===== config.mk =====
export PLATFORM = sky130hd
export DESIGN_NAME = fetch_stall_pipe
export DESIGN_NICKNAME = d
export VERILOG_FILES = /design/src/rtl/fetch_stall_pipe_pkg.sv /design/src/rtl/fetch_stall_pipe_pipe_reg_en.sv /design/src/rtl/fetch_stall_pipe.sv
export SDC_FILE = /design/constraint.sdc
export NUM_CORES = 1
export LEC_CHECK = 0
export CAP_MARGIN = 40
export CORE_UTILIZATION = 44
export DETAILED_ROUTE_END_ITERATION = 10
export PLACE_DENSITY = 0.86
export SYNTH_ARGS = -nofsm -noshare
export SYNTH_HDL_FRONTEND = slang
export SYNTH_SLANG_ARGS = --single-unit

===== constraint.sdc =====
create_clock -name clk -period 2.4 [get_ports clk]
set_clock_uncertainty 0.05 [all_clocks]
set_input_delay 0.48 -clock clk [delete_from_list [all_inputs] [get_ports clk]]
set_output_delay 0.48 -clock clk [all_outputs]
set_load 0.005 [all_outputs]

===== src/rtl/fetch_stall_pipe_pkg.sv =====
// Shared fetch/decode definitions: reset PC, NOP word, control-bundle layout and IF/ID payload.
package fetch_stall_pipe_pkg;

    localparam int unsigned XLEN           = 32;
    localparam int unsigned CTRL_W_DEFAULT = 9;

    localparam logic [XLEN-1:0] PC_RESET_DEFAULT  = 32'h0000_0000;
    localparam logic [XLEN-1:0] NOP_INSTR_DEFAULT = 32'h0000_0000;

    // Bit offsets inside the decoded control bundle, common to decoder and hazard unit
    localparam int unsigned CTRL_REGWRITE = 0;
    localparam int unsigned CTRL_MEMREAD  = 1;
    localparam int unsigned CTRL_MEMWRITE = 2;
    localparam int unsigned CTRL_MEMTOREG = 3;
    localparam int unsigned CTRL_ALUSRC   = 4;
    localparam int unsigned CTRL_BRANCH   = 5;
    localparam int unsigned CTRL_ALUOP_LO = 6;
    localparam int unsigned CTRL_ALUOP_HI = 7;
    localparam int unsigned CTRL_JUMP     = 8;

    typedef struct packed {
        logic [XLEN-1:0] instr;
        logic [XLEN-1:0] pc4;
        logic            valid;
    } ifid_t;

    localparam int unsigned IFID_W = $bits(ifid_t);

    function automatic logic [XLEN-1:0] pc_inc(input logic [XLEN-1:0] pc);
        return pc + XLEN'(4);
    endfunction

endpackage


===== src/rtl/fetch_stall_pipe_pipe_reg_en.sv =====
// Pipeline register with synchronous reset, flush-value load and hold enable.
module pipe_reg_en #(
    parameter int unsigned  W       = 1,
    parameter logic [W-1:0] RST_VAL = '0
) (
    input  logic         clk,
    input  logic         rst,
    input  logic         en,
    input  logic         flush,
    input  logic [W-1:0] d,
    input  logic [W-1:0] flush_val,
    output logic [W-1:0] q
);

    // Priority: reset, then flush, then enabled load
    always_ff @(posedge clk) begin
        if (rst) begin
            q <= RST_VAL;
        end else if (flush) begin
            q <= flush_val;
        end else if (en) begin
            q <= d;
        end
    end

endmodule


===== src/rtl/fetch_stall_pipe.sv =====
// PC, IF/ID and ID/EX control registers driven by hazard-unit stall commands and branch redirect.
// Optional FETCH_PERF_EN adds saturating stall_cycles / bubble_cycles counters.
module fetch_stall_pipe
    import fetch_stall_pipe_pkg::*;
#(
    parameter logic [31:0] PC_RESET  = PC_RESET_DEFAULT,
    parameter int unsigned CTRL_W    = CTRL_W_DEFAULT,
    parameter logic [31:0] NOP_INSTR = NOP_INSTR_DEFAULT
) (
    input  logic              clk,
    input  logic              rst,
    input  logic              PCwrite,
    input  logic              IFIDwrite,
    input  logic              Ctrl_IDEX_mux,
    input  logic              branch_taken,
    input  logic [31:0]       branch_target,
    output logic [31:0]       imem_addr,
    input  logic [31:0]       imem_rdata,
    output logic [31:0]       ifid_instr,
    output logic [31:0]       ifid_pc4,
    output logic              ifid_valid,
    input  logic [CTRL_W-1:0] ctrl_in,
    output logic [CTRL_W-1:0] idex_ctrl,
    output logic              idex_valid
`ifdef FETCH_PERF_EN
    ,
    output logic [31:0]       stall_cycles,
    output logic [31:0]       bubble_cycles
`endif
);

    localparam int unsigned IDEX_W   = CTRL_W + 1;
    localparam ifid_t       IFID_RST = '{instr: NOP_INSTR, pc4: '0, valid: 1'b0};

    logic [31:0] pc_q;
    logic [31:0] pc_d;
    logic [31:0] pc_plus4;
    ifid_t       ifid_d;
    ifid_t       ifid_q;
    logic [IDEX_W-1:0] idex_d;
    logic [IDEX_W-1:0] idex_q;

    assign pc_plus4 = pc_inc(pc_q);

    // Branch redirect overrides the PC hold
    always_comb begin
        pc_d = pc_q;
        if (branch_taken) begin
            pc_d = branch_target;
        end else if (PCwrite) begin
            pc_d = pc_plus4;
        end
    end

    always_ff @(posedge clk) begin
        if (rst) begin
            pc_q <= PC_RESET;
        end else begin
            pc_q <= pc_d;
        end
    end

    assign imem_addr = pc_q;

    assign ifid_d = '{instr: imem_rdata, pc4: pc_plus4, valid: 1'b1};

    pipe_reg_en #(
        .W       (IFID_W),
        .RST_VAL (IFID_RST)
    ) u_ifid (
        .clk       (clk),
        .rst       (rst),
        .en        (IFIDwrite),
        .flush     (branch_taken),
        .d         (ifid_d),
        .flush_val (IFID_RST),
        .q         (ifid_q)
    );

    assign ifid_instr = ifid_q.instr;
    assign ifid_pc4   = ifid_q.pc4;
    assign ifid_valid = ifid_q.valid;

    // ID/EX always loads; a bubble is a flush to all-zero control
    assign idex_d = {ctrl_in, ifid_q.valid};

    pipe_reg_en #(
        .W       (IDEX_W),
        .RST_VAL ('0)
    ) u_idex (
        .clk       (clk),
        .rst       (rst),
        .en        (1'b1),
        .flush     (!Ctrl_IDEX_mux),
        .d         (idex_d),
        .flush_val ({IDEX_W{1'b0}}),
        .q         (idex_q)
    );

    assign idex_ctrl  = idex_q[IDEX_W-1:1];
    assign idex_valid = idex_q[0];

`ifdef FETCH_PERF_EN
    // Saturating performance counters
    always_ff @(posedge clk) begin
        if (rst) begin
            stall_cycles  <= '0;
            bubble_cycles <= '0;
        end else begin
            if (!PCwrite && !branch_taken && (stall_cycles != 32'hFFFF_FFFF)) begin
                stall_cycles <= stall_cycles + 32'd1;
            end
            if (!Ctrl_IDEX_mux && (bubble_cycles != 32'hFFFF_FFFF)) begin
                bubble_cycles <= bubble_cycles + 32'd1;
            end
        end
    end
`endif

endmodule


==> summary.log, run 1 <==
[status] status complete, no violations
[clock_tree] post-CTS sizing 0
[logic_synthesis] Post-synth EDFFs 0
[die] starting density of the core 0.453
[sta] worst max-slew margin expressed relative to the limit 0.631
[setup_path] element type at the critical path end flop
[logic_synthesis] top cells by count, synth 107 x sky130_fd_sc_hd__dfxtp_1, 87 x sky130_fd_sc_hd__nor2_1, 43 x sky130_fd_sc_hd__mux2i_1, 32 x sky130_fd_sc_hd__a21oi_1, 28 x sky130_fd_sc_hd__o21ai_0
[setup_path] Critical Path Source imem_addr[2]
[clock_tree] CTS buffer count 9
[logic_synthesis] most used flip-flop cell after synthesis sky130_fd_sc_hd__dfxtp_1
[worst_hold_path] critical hold path startpoint u_ifid.q[6]
[logic_synthesis] Synth warnings 0
[logic_synthesis] Syn Inst Count 522
[logic_synthesis] Distinct cells, synth 35
[power_and_ir_drop] worst-case vdd ir drop 0.351 mV
[logic_synthesis] post-synth design cell area 0.00468 sq mm
[sta] final number of setup-violating endpoints 0
[routing] via-per-instance ratio 5.36
[die] top-level I/O count 186
[logic_synthesis] post-synthesis average cell area 8.96 sq um
[power_and_ir_drop] PD cells 540 mW/mm^2
[clock_tree] TritonCTS clock tree built
[routing] Routed wire per std cell 16.4 microns
[place] Port-buffer cells 185
[cells_and_area] Area Growth Syn to Fin 48.0%
[sta] transition at the pin with the smallest max-transition slack 553 ps
[grt] vias in the first global route 4,436
[cells_and_area] fraction of the core area covered by cells at the end of the flow 0.671
[clock_tree] Clock Pin Slew Worst Setup and Hold Paths 100 ps
[grt] largest net degree at the start of global routing 41
[clock_tree] Post-CTS Hold Buffers 0
[die] horizontal die dimension 105 microns
[routing] First-pass DRT Iterations 4
[worst_hold_path] path type of the worst min-delay path flop to flop
[clock_tree] CTS Sinks 107
[setup_path] origin of the critical flop-to-flop path imem_addr[2]
[setup_path] Worst Setup Start Kind flop
[logic_synthesis] largest cells by area after synthesis sky130_fd_sc_hd__dfxtp_1 46%, sky130_fd_sc_hd__mux2i_1 9.2%, sky130_fd_sc_hd__nor2_1 7.0%
[sta] Final Hold Vio Count 0
[setup_path] CP Class flop to flop
[setup_path] arrival time reported for the critical path endpoint 2440 ps
[cells_and_area] fin nets 779
[sta] Final Max Slew Viols 0
[cells_and_area] Ant. Diodes 0
[sta] final critical path time including I/O delays and setup 2210 ps
[place] final RePlAce weighted congestion 0.894
[routing] post-route ant nets 0
[grt] Congestion Overflow GR 0
[logic_synthesis] library cell with the highest instance count after synthesis sky130_fd_sc_hd__dfxtp_1
[place] total placed cells including tap cells 824
[die] Die Outline Area 0.0110 sq mm
[routing] final routed DRC violation total 0
[cells_and_area] Finished Layout Cells 840
[grt] wire length of the first global-routing pass 22,200 microns
[power_and_ir_drop] total power 3.74 mW
[grt] number of antenna violations at the first check in global routing 0
[grt] all-layer global routing usage 0.254
[setup_path] endpoint required time on the critical path 2630 ps
[routing] DRT Wirelength 13,800 microns
[logic_synthesis] proportion of register bits with asynchronous set or reset after synthesis 0
[logic_synthesis] number of synthesized register bits 107
[job] MaxCap Viol Count 0
[clock_tree] Clock Latency Late Sink 360 ps
[power_and_ir_drop] static power due to leakage 2.57 nW
[sta] maximum clock rate 453 MHz
[cells_and_area] layout cells sized above 1 0.0653
[clock_tree] Root Buffer Master sky130_fd_sc_hd__clkbuf_8
[routing] via count of the routed design 4,506
[die] core outline area 0.0103 sq mm
[clock_tree] number of H-tree levels 3
[die] Row Count 37
[routing] 1st-iter DRT viols 279
[die] height of the chip 105 microns
[logic_synthesis] share of the synthesized area in the top cell type 0.458
[logic_synthesis] sequential share of the synthesized area 0.458
[sta] RSZ-0062 raised after global routing false
[place] detailed-placement wirelength estimate 10,200 microns
[clock_tree] number of buffers on the longest clock path 2
[sta] fraction of the cycle the final worst path needs 0.920
[clock_tree] count of buffers added by post-CTS timing repair for setup 0
[logic_synthesis] net count after synthesis 602
[setup_path] CP max FO 8
[logic_synthesis] most area-hungry cell type in the Yosys netlist sky130_fd_sc_hd__dfxtp_1
[sta] setup TNS 0 ps
[sta] smallest hold slack 442 ps
==> routing by layer <==
layer / up-vias / share of wire / GRT usage
met5: - / 0 / 0
met4: 0 / 0.019 / 0.0915
met3: 27 / 0.063 / 0.0449
met2: 188 / 0.50 / 0.438
met1: 2119 / 0.42 / 0.316
li1: 2172 / - / -
==> critical path, stage by stage (launching register included) <==
cell and delay, ps:
sky130_fd_sc_hd__dfxtp_1 500, sky130_fd_sc_hd__ha_1 350, sky130_fd_sc_hd__nand4_1 210, sky130_fd_sc_hd__nor4_4 440
sky130_fd_sc_hd__nand4_1 180, sky130_fd_sc_hd__xnor2_1 150, sky130_fd_sc_hd__a211oi_1 230
==> cells by family (layout without fill, tap and decap cells) <==
group,after synthesis,in the layout,synth area share
DFF,107,107,0.458
and+or+nand+nor,191,191,0.211
AOI/OAI and AO/OA,87,87,0.109
adders and majority gates,1,1,0.00267
muxes,43,43,0.0920
xor gates and xnor gates,46,46,0.0861
buffers and inverters,47,229,0.0417
==> flip-flops by register name (all words and copies together), names as in the netlist <==
name / cells
u_idex.q: 10
u_ifid.q: 65
imem_addr: 32
==> cells in the final DEF (no fill, tap or decap), types with 5 or more instances in the layout <==
master	n
sky130_fd_sc_hd__nand2_1	19
sky130_fd_sc_hd__xor2_1	24
sky130_fd_sc_hd__nand3_1	16
sky130_fd_sc_hd__and2_1	10
sky130_fd_sc_hd__o21ai_0	28
sky130_fd_sc_hd__mux2i_1	43
sky130_fd_sc_hd__and4_1	7
sky130_fd_sc_hd__dfxtp_1	107
sky130_fd_sc_hd__a311oi_1	7
sky130_fd_sc_hd__nand4_1	18
sky130_fd_sc_hd__clkdlybuf4s50_1	184
sky130_fd_sc_hd__xnor2_1	22
sky130_fd_sc_hd__and3_1	6
sky130_fd_sc_hd__clkbuf_8	10
sky130_fd_sc_hd__a21oi_1	32
sky130_fd_sc_hd__nor3_1	7
sky130_fd_sc_hd__inv_1	5
sky130_fd_sc_hd__a211oi_1	15
sky130_fd_sc_hd__nor2_1	87
sky130_fd_sc_hd__buf_4	23
sky130_fd_sc_hd__or3_1	7
==> where the power goes <==
group | internal (mW) | switching [mW] | total [mW]
clock network | 0.618 | 0.588 | 1.21
logic | 0.359 | 0.231 | 0.590
registers | 1.85 | 0.0887 | 1.94
total | 2.83 | 0.907 | 3.74
==> final timing paths <==
kind	endpoint	slack, ps	cells past startpoint
min	u_ifid.q[6]	440	2
min reg2reg	u_ifid.q[6]	440	2
max	imem_addr[22]	190	6
max reg2reg	imem_addr[22]	190	6
==> stage by stage <==
step           worst slack, ps  cell area, sq um
5_1_grt                   31.9              6930
3_5_place_dp              91.1              6710
4_1_cts                    229              6930
6_report                   192              6930
3_3_place_gp               212              6710
2_1_floorplan              422              4680
==> final cells by class <==
cell class / instances / area [sq um]
fill: 798 / 3400
multi-input combinational: 368 / 2340
sequential: 107 / 2140
timing repair buffer: 208 / 2030
tap: 136 / 170
clock buffer: 12 / 145
clock inverter: 4 / 73.8
inverter: 5 / 18.8
Note: power is estimated with default switching activity, not from simulation.
==> run 2: changes to the inputs <==
--- a/config.mk
+++ b/config.mk
@@ -5,10 +5,12 @@
 export SDC_FILE = /design/constraint.sdc
 export NUM_CORES = 1
 export LEC_CHECK = 0
+export ABC_CLOCK_PERIOD_IN_PS = 2400
 export CAP_MARGIN = 40
-export CORE_UTILIZATION = 44
+export CORE_UTILIZATION = 45
 export DETAILED_ROUTE_END_ITERATION = 10
-export PLACE_DENSITY = 0.86
+export DONT_BUFFER_PORTS = 1
+export PLACE_DENSITY = 0.65
 export SYNTH_ARGS = -nofsm -noshare
 export SYNTH_HDL_FRONTEND = slang
 export SYNTH_SLANG_ARGS = --single-unit
==> run 2 against run 1 <==
Net effect:
- total power decreased by 11%
- critical path depth unchanged
- utilization decreased by 16 points
- first-iteration DRC count decreased by 41%
- combinational power decreased by 56%
- sequential cell count unchanged
- clock power decreased by 6%
- design area decreased by 28%
- sequential share of layout area increased by 12 points
- register-to-register slack improved by 60 ps
- non-clock buffer count decreased by 188
- critical endpoint is now imem_addr[26]
- largest power group unchanged
==> summary.log, run 2 (synthesis gave the netlist of run 1 again) <==
[routing] via-per-instance ratio 5.60 [+4.4%]
[setup_path] CP Class flop to flop
[cells_and_area] most common cell after layout, fill and taps aside sky130_fd_sc_hd__dfxtp_1
[setup_path] CP max FO 7 [-1]
[die] starting density of the core 0.472 [+0.0189]
[cells_and_area] Area Growth Syn to Fin 7.27%
[routing] post-route ant nets 0 [unchanged]
[grt] all-layer global routing usage 0.217 [-0.0364]
[clock_tree] number of H-tree levels 3 [unchanged]
[clock_tree] TritonCTS clock tree built
[sta] fraction of the cycle the final worst path needs 0.893 [-0.0270]
[clock_tree] post-CTS sizing 0 [unchanged]
[sta] transition at the pin with the smallest max-transition slack 843 ps [+290 ps]
[sta] Final Max Slew Viols 0 [unchanged]
[cells_and_area] number of flip-flops under the largest register name 65 [unchanged]
[cells_and_area] commonest cells after routing, fill and taps aside 107 x sky130_fd_sc_hd__dfxtp_1, 87 x sky130_fd_sc_hd__nor2_1, 43 x sky130_fd_sc_hd__mux2i_1
[place] Port-buffer cells 0 [-100%]
[die] height of the chip 104 microns [-1.1%]
[cells_and_area] fraction of the core area covered by cells at the end of the flow 0.506 [-0.164]
[place] worst slack, placed 268 ps [+177 ps]
[clock_tree] Post-CTS Hold Buffers 0 [unchanged]
[cells_and_area] number of fill cells in the layout 941 [+18%]
[worst_hold_path] path type of the worst min-delay path input port to flop
[sta] worst max-slew margin expressed relative to the limit 0.438 [-0.193]
[cells_and_area] Ant. Diodes 0 [unchanged]
[routing] DRT Wirelength 11,700 microns [-15%]
[setup_path] element type at the critical path end flop
[sta] final critical path time including I/O delays and setup 2140 ps [-64.9 ps]
[routing] 1st-iter DRT viols 165 [-41%]
[setup_path] endpoint required time on the critical path 2630 ps [about the same]
[clock_tree] number of buffers on the longest clock path 2 [unchanged]
[cells_and_area] fin area 0.00502 sq mm [-28%]
[die] core outline area 0.00991 sq mm [-4.0%]
[routing] Routed wire per std cell 18.1 microns [+9.9%]
[job] MaxCap Viol Count 0 [unchanged]
[die] Row Count 36 [-2.7%]
[sta] post-route setup slack 257 ps [+64.9 ps]
[die] horizontal die dimension 104 microns [-1.1%]
[sta] RSZ-0062 raised after global routing false
[grt] largest net degree at the start of global routing 94 [+130%]
[place] final RePlAce weighted congestion 0.868 [-3.0%]
[clock_tree] Root Buffer Master sky130_fd_sc_hd__clkbuf_8
[sta] Final Hold Vio Count 0 [unchanged]
[grt] Congestion Overflow GR 0 [unchanged]
[power_and_ir_drop] PD cells 665 mW/mm^2 [+23%]
[clock_tree] count of buffers added by post-CTS timing repair for setup 0 [unchanged]
[cells_and_area] layout cells sized above 1 0.0817 [+0.0164]
[power_and_ir_drop] Switching Share 0.241 [-0.00217]
[place] detailed-placement wirelength estimate 8390 microns [-18%]
[power_and_ir_drop] total net switching power 803 uW [-12%]
[place] total placed cells including tap cells 633 [-23%]
[cells_and_area] most flop-heavy register u_ifid.q
[place] total cell area at the placement stage 0.00482 sq mm [-28%]
[cells_and_area] Finished Layout Cells 647 [-23%]
[clock_tree] CTS buffer count 9 [unchanged]
[routing] final routed DRC violation total 0 [unchanged]
[routing] via count of the routed design 3,623 [-20%]
[grt] wire length of the first global-routing pass 18,700 microns [-16%]
[sta] maximum clock rate 467 MHz [+3.0%]
[sta] final number of setup-violating endpoints 0 [unchanged]
[power_and_ir_drop] cell-internal power 2.53 mW [-10%]
[status] status complete, no violations
[die] Die Outline Area 0.0108 sq mm [-2.2%]
[power_and_ir_drop] sequential group share of total power 0.583 [+0.063]
[grt] number of antenna violations at the first check in global routing 0 [unchanged]
[clock_tree] CTS Sinks 107 [unchanged]
[power_and_ir_drop] combinational share of power 0.077 [-0.081]
[grt] vias in the first global route 3,537 [-20%]
[power_and_ir_drop] proportion of power drawn by the clock network 0.340 [+0.017]
[clock_tree] Clock Latency Late Sink 370 ps [about the same]
[setup_path] arrival time reported for the critical path endpoint 2370 ps [-70 ps]
[cells_and_area] fin nets 591 [-24%]
[setup_path] Worst Setup Start Kind flop
[die] top-level I/O count 186 [unchanged]
[power_and_ir_drop] static power due to leakage 1.87 nW [-27%]
[power_and_ir_drop] worst-case vdd ir drop 0.275 mV [-22%]
[sta] setup TNS 0 ps [unchanged]
[routing] First-pass DRT Iterations 4 [unchanged]
[clock_tree] Clock Pin Slew Worst Setup and Hold Paths 90 ps [about the same]
run 2: final timing paths:
| check | start | to | slack [ps] | cells after the start |
|---|---|---|---|---|
| max | imem_addr[3] | imem_addr[26] | 260 | 6 |
| min reg2reg | u_ifid.q[47] | u_ifid.q[47] | 480 | 2 |
| min | rst | imem_addr[0] | 140 | 1 |
| max reg2reg | imem_addr[3] | imem_addr[26] | 260 | 6 |
run 2: metrics by stage:
stage	hold WS (ps)	total power [mW]
floorplan	421	2.20
global placement	448	2.23
detailed placement	457	2.24
CTS	113	3.36
global route	102	3.49
finish	135	3.34
run 2: critical path: stages (launching register included):
cell	delay, ps
sky130_fd_sc_hd__dfxtp_1	490
sky130_fd_sc_hd__ha_1	310
sky130_fd_sc_hd__nand4_1	210
sky130_fd_sc_hd__nor4_4	430
sky130_fd_sc_hd__nand3_1	170
sky130_fd_sc_hd__xor2_1	170
sky130_fd_sc_hd__a211oi_1	240
run 2: per-layer routing:
| metal | GRT usage | wire length [microns] | vias up |
|---|---|---|---|
| li1 | - | - | 1792 |
| met1 | 0.269 | 5080 | 1678 |
| met2 | 0.356 | 5550 | 137 |
| met3 | 0.0620 | 893 | 16 |
| met4 | 0.0847 | 168 | 0 |
| met5 | 0 | 0 | - |
run 2: area by class of cell:
cell class / count / area (sq um) / area share
clock buffer: 12 / 165 / 0.0329
inverter: 5 / 18.8 / 0.00374
sequential: 107 / 2140 / 0.427
clock inverter: 2 / 35.0 / 0.00698
tap: 133 / 166 / 0.0332
timing repair buffer: 20 / 150 / 0.0299
multi-input combinational: 368 / 2340 / 0.466
run 2: power groups by stage:
stage / Combinational [mW] / Sequential (mW) / Clock (mW)
floorplan: 0.244 / 1.96 / 0
global placement: 0.248 / 1.98 / 0
detailed placement: 0.258 / 1.99 / 0
CTS: 0.259 / 1.95 / 1.15
global route: 0.291 / 1.96 / 1.24
finish: 0.257 / 1.95 / 1.14
